[src/rtl/regfile_read_port.sv]
`default_nettype none
// ============================================================================
//  Module   : regfile_read_port
//  Purpose  : Dual-operand register bank read port with a valid/ready request
//             side and a 2-entry (output + skid) response buffer. Operands are
//             muxed from r0..r15 in the accept cycle and frozen thereafter.
//             Optional macro RF_BYPASS_EN forwards ALUBus to an operand whose
//             register is being written in the accept cycle.
//  Revision : 1.0 - initial release
// ============================================================================
module regfile_read_port #(
    parameter int ZERO_R0 = 0
) (
    input  logic        clk,
    input  logic        reset,
    input  logic [15:0] r0,
    input  logic [15:0] r1,
    input  logic [15:0] r2,
    input  logic [15:0] r3,
    input  logic [15:0] r4,
    input  logic [15:0] r5,
    input  logic [15:0] r6,
    input  logic [15:0] r7,
    input  logic [15:0] r8,
    input  logic [15:0] r9,
    input  logic [15:0] r10,
    input  logic [15:0] r11,
    input  logic [15:0] r12,
    input  logic [15:0] r13,
    input  logic [15:0] r14,
    input  logic [15:0] r15,
    input  logic [15:0] ALUBus,
    input  logic [15:0] regEnable,
    input  logic        req_valid,
    output logic        req_ready,
    input  logic [3:0]  addrA,
    input  logic [3:0]  addrB,
    output logic        rsp_valid,
    input  logic        rsp_ready,
    output logic [15:0] opA,
    output logic [15:0] opB
);

    // Buffer occupancy: output stage only, or output plus skid stage.
    localparam logic [1:0] c_EMPTY = 2'd0;
    localparam logic [1:0] c_ONE   = 2'd1;
    localparam logic [1:0] c_TWO   = 2'd2;

    logic [1:0]  r_state;
    logic [15:0] r_out_a;
    logic [15:0] r_out_b;
    logic [15:0] r_skid_a;
    logic [15:0] r_skid_b;

    logic [15:0] w_bank [16];
    logic [15:0] w_op_a;
    logic [15:0] w_op_b;
    logic        w_accept;
    logic        w_pop;

    assign w_bank[0]  = r0;
    assign w_bank[1]  = r1;
    assign w_bank[2]  = r2;
    assign w_bank[3]  = r3;
    assign w_bank[4]  = r4;
    assign w_bank[5]  = r5;
    assign w_bank[6]  = r6;
    assign w_bank[7]  = r7;
    assign w_bank[8]  = r8;
    assign w_bank[9]  = r9;
    assign w_bank[10] = r10;
    assign w_bank[11] = r11;
    assign w_bank[12] = r12;
    assign w_bank[13] = r13;
    assign w_bank[14] = r14;
    assign w_bank[15] = r15;

`ifndef RF_BYPASS_EN
    // Write-side inputs only matter when bypass forwarding is built in.
    logic w_unused_write_side;
    assign w_unused_write_side = ^{ALUBus, regEnable};
`endif

    // Operand A select: bank value, optionally bypassed, with hard-zero r0 winning.
    always_comb begin
        w_op_a = w_bank[addrA];
`ifdef RF_BYPASS_EN
        if (regEnable[addrA]) begin
            w_op_a = ALUBus;
        end
`endif
        if ((ZERO_R0 != 0) && (addrA == 4'd0)) begin
            w_op_a = 16'h0000;
        end
    end

    // Operand B select: evaluated independently of operand A.
    always_comb begin
        w_op_b = w_bank[addrB];
`ifdef RF_BYPASS_EN
        if (regEnable[addrB]) begin
            w_op_b = ALUBus;
        end
`endif
        if ((ZERO_R0 != 0) && (addrB == 4'd0)) begin
            w_op_b = 16'h0000;
        end
    end

    // Ready drops combinationally with reset so nothing is accepted in a reset cycle.
    assign req_ready = (r_state != c_TWO) && !reset;
    assign rsp_valid = (r_state == c_ONE) || (r_state == c_TWO);
    assign opA       = r_out_a;
    assign opB       = r_out_b;

    assign w_accept  = req_valid && req_ready;
    assign w_pop     = rsp_valid && rsp_ready;

    // Buffer FSM: loads the output or skid stage on accept, shifts on pop.
    always_ff @(posedge clk) begin
        if (reset) begin
            r_state  <= c_EMPTY;
            r_out_a  <= 16'h0000;
            r_out_b  <= 16'h0000;
            r_skid_a <= 16'h0000;
            r_skid_b <= 16'h0000;
        end else begin
            case (r_state)
                c_EMPTY: begin
                    if (w_accept) begin
                        r_out_a <= w_op_a;
                        r_out_b <= w_op_b;
                        r_state <= c_ONE;
                    end
                end
                c_ONE: begin
                    if (w_accept && w_pop) begin
                        r_out_a <= w_op_a;
                        r_out_b <= w_op_b;
                    end else if (w_accept) begin
                        r_skid_a <= w_op_a;
                        r_skid_b <= w_op_b;
                        r_state  <= c_TWO;
                    end else if (w_pop) begin
                        r_state <= c_EMPTY;
                    end
                end
                c_TWO: begin
                    if (w_pop) begin
                        r_out_a <= r_skid_a;
                        r_out_b <= r_skid_b;
                        r_state <= c_ONE;
                    end
                end
                default: begin
                    r_state <= c_EMPTY;
                end
            endcase
        end
    end

endmodule
`default_nettype wire

[config.mk]
export PLATFORM = sky130hd
export DESIGN_NAME = regfile_read_port
export DESIGN_NICKNAME = d
export VERILOG_FILES = /design/src/rtl/regfile_read_port.sv
export SDC_FILE = /design/constraint.sdc
export NUM_CORES = 1
export LEC_CHECK = 0
export ABC_AREA = 1
export BUFFER_PORTS_ARGS = -buffer_cell sky130_fd_sc_hd__buf_2
export CAP_MARGIN = 20
export CORE_MARGIN = 5
export CORE_UTILIZATION = 45
export CTS_BUF_LIST = sky130_fd_sc_hd__clkbuf_4 sky130_fd_sc_hd__clkbuf_8
export CTS_CLUSTER_SIZE = 8
export DETAILED_ROUTE_END_ITERATION = 10
export GPL_TIMING_DRIVEN = 0
export PLACE_DENSITY_LB_ADDON = 0.08
export SLEW_MARGIN = 20
export SYNTH_ARGS = -nofsm -noshare
export SYNTH_HDL_FRONTEND = slang
export SYNTH_SLANG_ARGS = --single-unit
[constraint.sdc]
create_clock -name clk -period 4.75 [get_ports clk]
set_clock_uncertainty 0.15 [all_clocks]
set_input_delay 0.2375 -clock clk [delete_from_list [all_inputs] [get_ports clk]]
set_output_delay 0.2375 -clock clk [all_outputs]
set_load 0.005 [all_outputs]
==> out/qor.txt <==
CP Launch Point = addrA[1]
R2r startpoint = r_state[0]$_SDFFE_PP0P_
Clock-pin slew on the worst setup and hold paths = 0.08 ns
P_leak = 6.586 nW
Antenna violations before repair = 1
ANT cells = 0
Root buf cell = clkbuf_8
Pwr/cell area = 240.2 nW/um^2
Switch share = 44.38%
Num rows = 50
Worst slew pin tran = 1.017 ns
Worst Hold End = r_skid_a[12]$_SDFFE_PP0P_
Routed vias/inst = 5.709
Initial core utilization = 45.78%
Setup-failing EPs final = 0
Net Sw Power = 1.128 mW
Largest net degree at the start of global routing = 13
Total CTS buffers = 9
Worst setup EP type = flop
Hold Slack = 0.09079 ns
R2R cell count = 11
Vias post-DR = 13034
TritonCTS Sinks = 66
Maxcap violations = 0
# resized after CTS = 0
Synth warn = 0
Area growth from synthesis to final layout = 23.17%
Synth top cells by count = nand2_1 (581), nand3_1 (449), inv_1 (330)
Cell count after synthesis = 1738
Core Util, Final = 56.39%
Post-synth EDFFs = 0
Required @ worst endpoint = 4.89 ns
# nets final = 2349
Final period util = 48.99%
RSZ-0062 raised after global routing = no
Die height = 148.2 um
Number of global-route vias before repair = 12199
Internal power = 1.414 mW
Post-synth ARST share = 0%
Worst Setup Start Kind = input pin
Register area share after synthesis = 15.38%
Reg2Reg Capture Point = r_skid_b[14]$_SDFFE_PP0P_
GPL Wtd Cong = 1.045
Yosys cell types = 21
Hold Vio Cnt, Final = 0
I/O pins = 334
Critical path class = input pin to flop
Relative slew slack = 32.21%
DP HPWL = 36530 um
Crit-path max FO = 10
Outcome = finished clean
Final wirelength = 47670 um
Overflow after GRT = 0
Syn_nets = 2042
Min-delay src = reset
Count leader, synth = nand2_1
Largest area contributor in the netlist = nand3_1
Clock Path Buffers = 2
Die area = 21960 um^2
Worst Hold Class = input pin to flop
First-pass GRT wire length = 69900 um
Hold_buf cts = 0
Hold path depth = 4
Area of the mapped netlist = 8592 um^2
TritonCTS clock tree = done
Later-pin clock latency in the skew report = 0.36 ns
Number of port buffers = 296
Clock share of power = 21.0%
Top cell type's share of synthesized area = 26.15%
Logic pwr share = 50.5%
Core area = 18770 um^2
Fmax = 429.8 MHz
Fin Setup TNS = 0 ns
Post-synth top flop = dfxtp_1
Remaining routing DRC violations = 0
First drt pass iteration count = 9
Slew Limit Fails = 0
H-Tree Depth = 3
DRT iter0 DRCs = 1811
Final min period = 2.327 ns
Area contributors post-synth = nand3_1 (26%), nand2_1 (25%), dfxtp_1 (15%)
WP data arrival = 2.47 ns
GRT Util Overall = 41.58%
Synthesis-stage register bit count = 66
Post-route ant nets = 0
R2r setup slk = 2.51 ns
Die W = 148.2 um
WL/cell = 20.88 um
Mean post-synth cell area = 4.944 um^2
Reg power frac = 28.6%
Layout cells sized above 1 = 19.57%
Post-CTS setup buffers = 0
Max IR drop VDD = 0.0002093 V
-- kinds of logic (layout without fill, tap and decap cells) --
group                      count (synthesis)  after routing  synth area share (%)
and+or+nand+nor                         1040           1040                 52.38
adders and majority gates                  4              4                0.5825
buffers and inverters                    463            774                 21.87
DFF                                       66             66                 15.38
AOI/OAI and AO/OA                        165            165                 9.786
-- stage by stage --
step	instances	worst slack [ns]	cell area (um^2)	power (mW)
after floorplan	1738	2.909	8592	1.464
after global placement	2268	2.288	10370	1.950
after detailed placement	2268	2.269	10370	1.967
after CTS	2283	2.573	10580	2.497
after global routing	2283	2.363	10580	2.690
final	2283	2.423	10580	2.542
-- state kept, by name (all words and copies together) (netlist names) --
signal	flops
r_state	2
opB	16
r_skid_a	16
r_skid_b	16
opA	16
-- per-layer routing --
metal	vias to the layer above	share of wire (%)	GRT usage, %
li1	6012	-	-
met1	5644	37	53.31
met2	1127	41	61.16
met3	249	14	11.27
met4	2	8.1	27.25
met5	-	0.027	0
-- worst max-delay path, stage by stage --
cell	delay (ns)
buf_2	0.13
inv_2	0.19
clkbuf_1	0.79
nand3_1	0.25
nand3_1	0.17
nand3_1	0.22
nand2_1	0.25
nand2_1	0.08
a21oi_1	0.15
-- power by group through the flow --
stage                     registers, mW  clock network (mW)  logic (mW)
after CTS                         0.725               0.535        1.24
after global routing              0.738               0.564        1.39
final                             0.726               0.533        1.28
after floorplan                   0.737                   0       0.727
after global placement            0.734                   0        1.22
after detailed placement          0.737                   0        1.23
-- worst max-delay path by stage --
stage / slack [ns] / to
2_1_floorplan: 2.91 / r_skid_a[0]$_SDFFE_PP0P_
3_3_place_gp: 2.29 / opA[6]$_SDFFE_PP0P_
3_5_place_dp: 2.27 / opA[6]$_SDFFE_PP0P_
4_1_cts: 2.57 / opA[5]$_SDFFE_PP0P_
5_1_grt: 2.36 / r_skid_b[8]$_SDFFE_PP0P_
6_report: 2.42 / opA[2]$_SDFFE_PP0P_
-- area by class of cell --
type	count	area (um^2)
fillers	2098	8185
multi-input cells	1209	5391
repair buffers	296	1481
flip-flops and latches	66	1321
inverters	334	1254
plain buffers	129	625.6
well taps	234	292.8
clock buffers	9	123.9
clock inverters	6	92.59
-- cell usage in the layout, fill, tap and decap left out --
cell type / instances
nand2_1: 581
nand3_1: 449
buf_2: 370
inv_1: 330
a21oi_1: 97
dfxtp_1: 66
o21ai_1: 34
clkbuf_1: 33
o21ai_0: 32
buf_1: 15
clkbuf_8: 9
buf_6: 6
nor2_1: 6
inv_2: 4
ha_1: 4
clkinv_4: 2
clkinvlp_4: 2
bufinv_16: 2
buf_4: 1
nor2_8: 1
nand2_4: 1
a21oi_4: 1
o21ai_2: 1
nand3b_1: 1
nor2_4: 1
No activity file was read; power rests on OpenSTA's default activity.
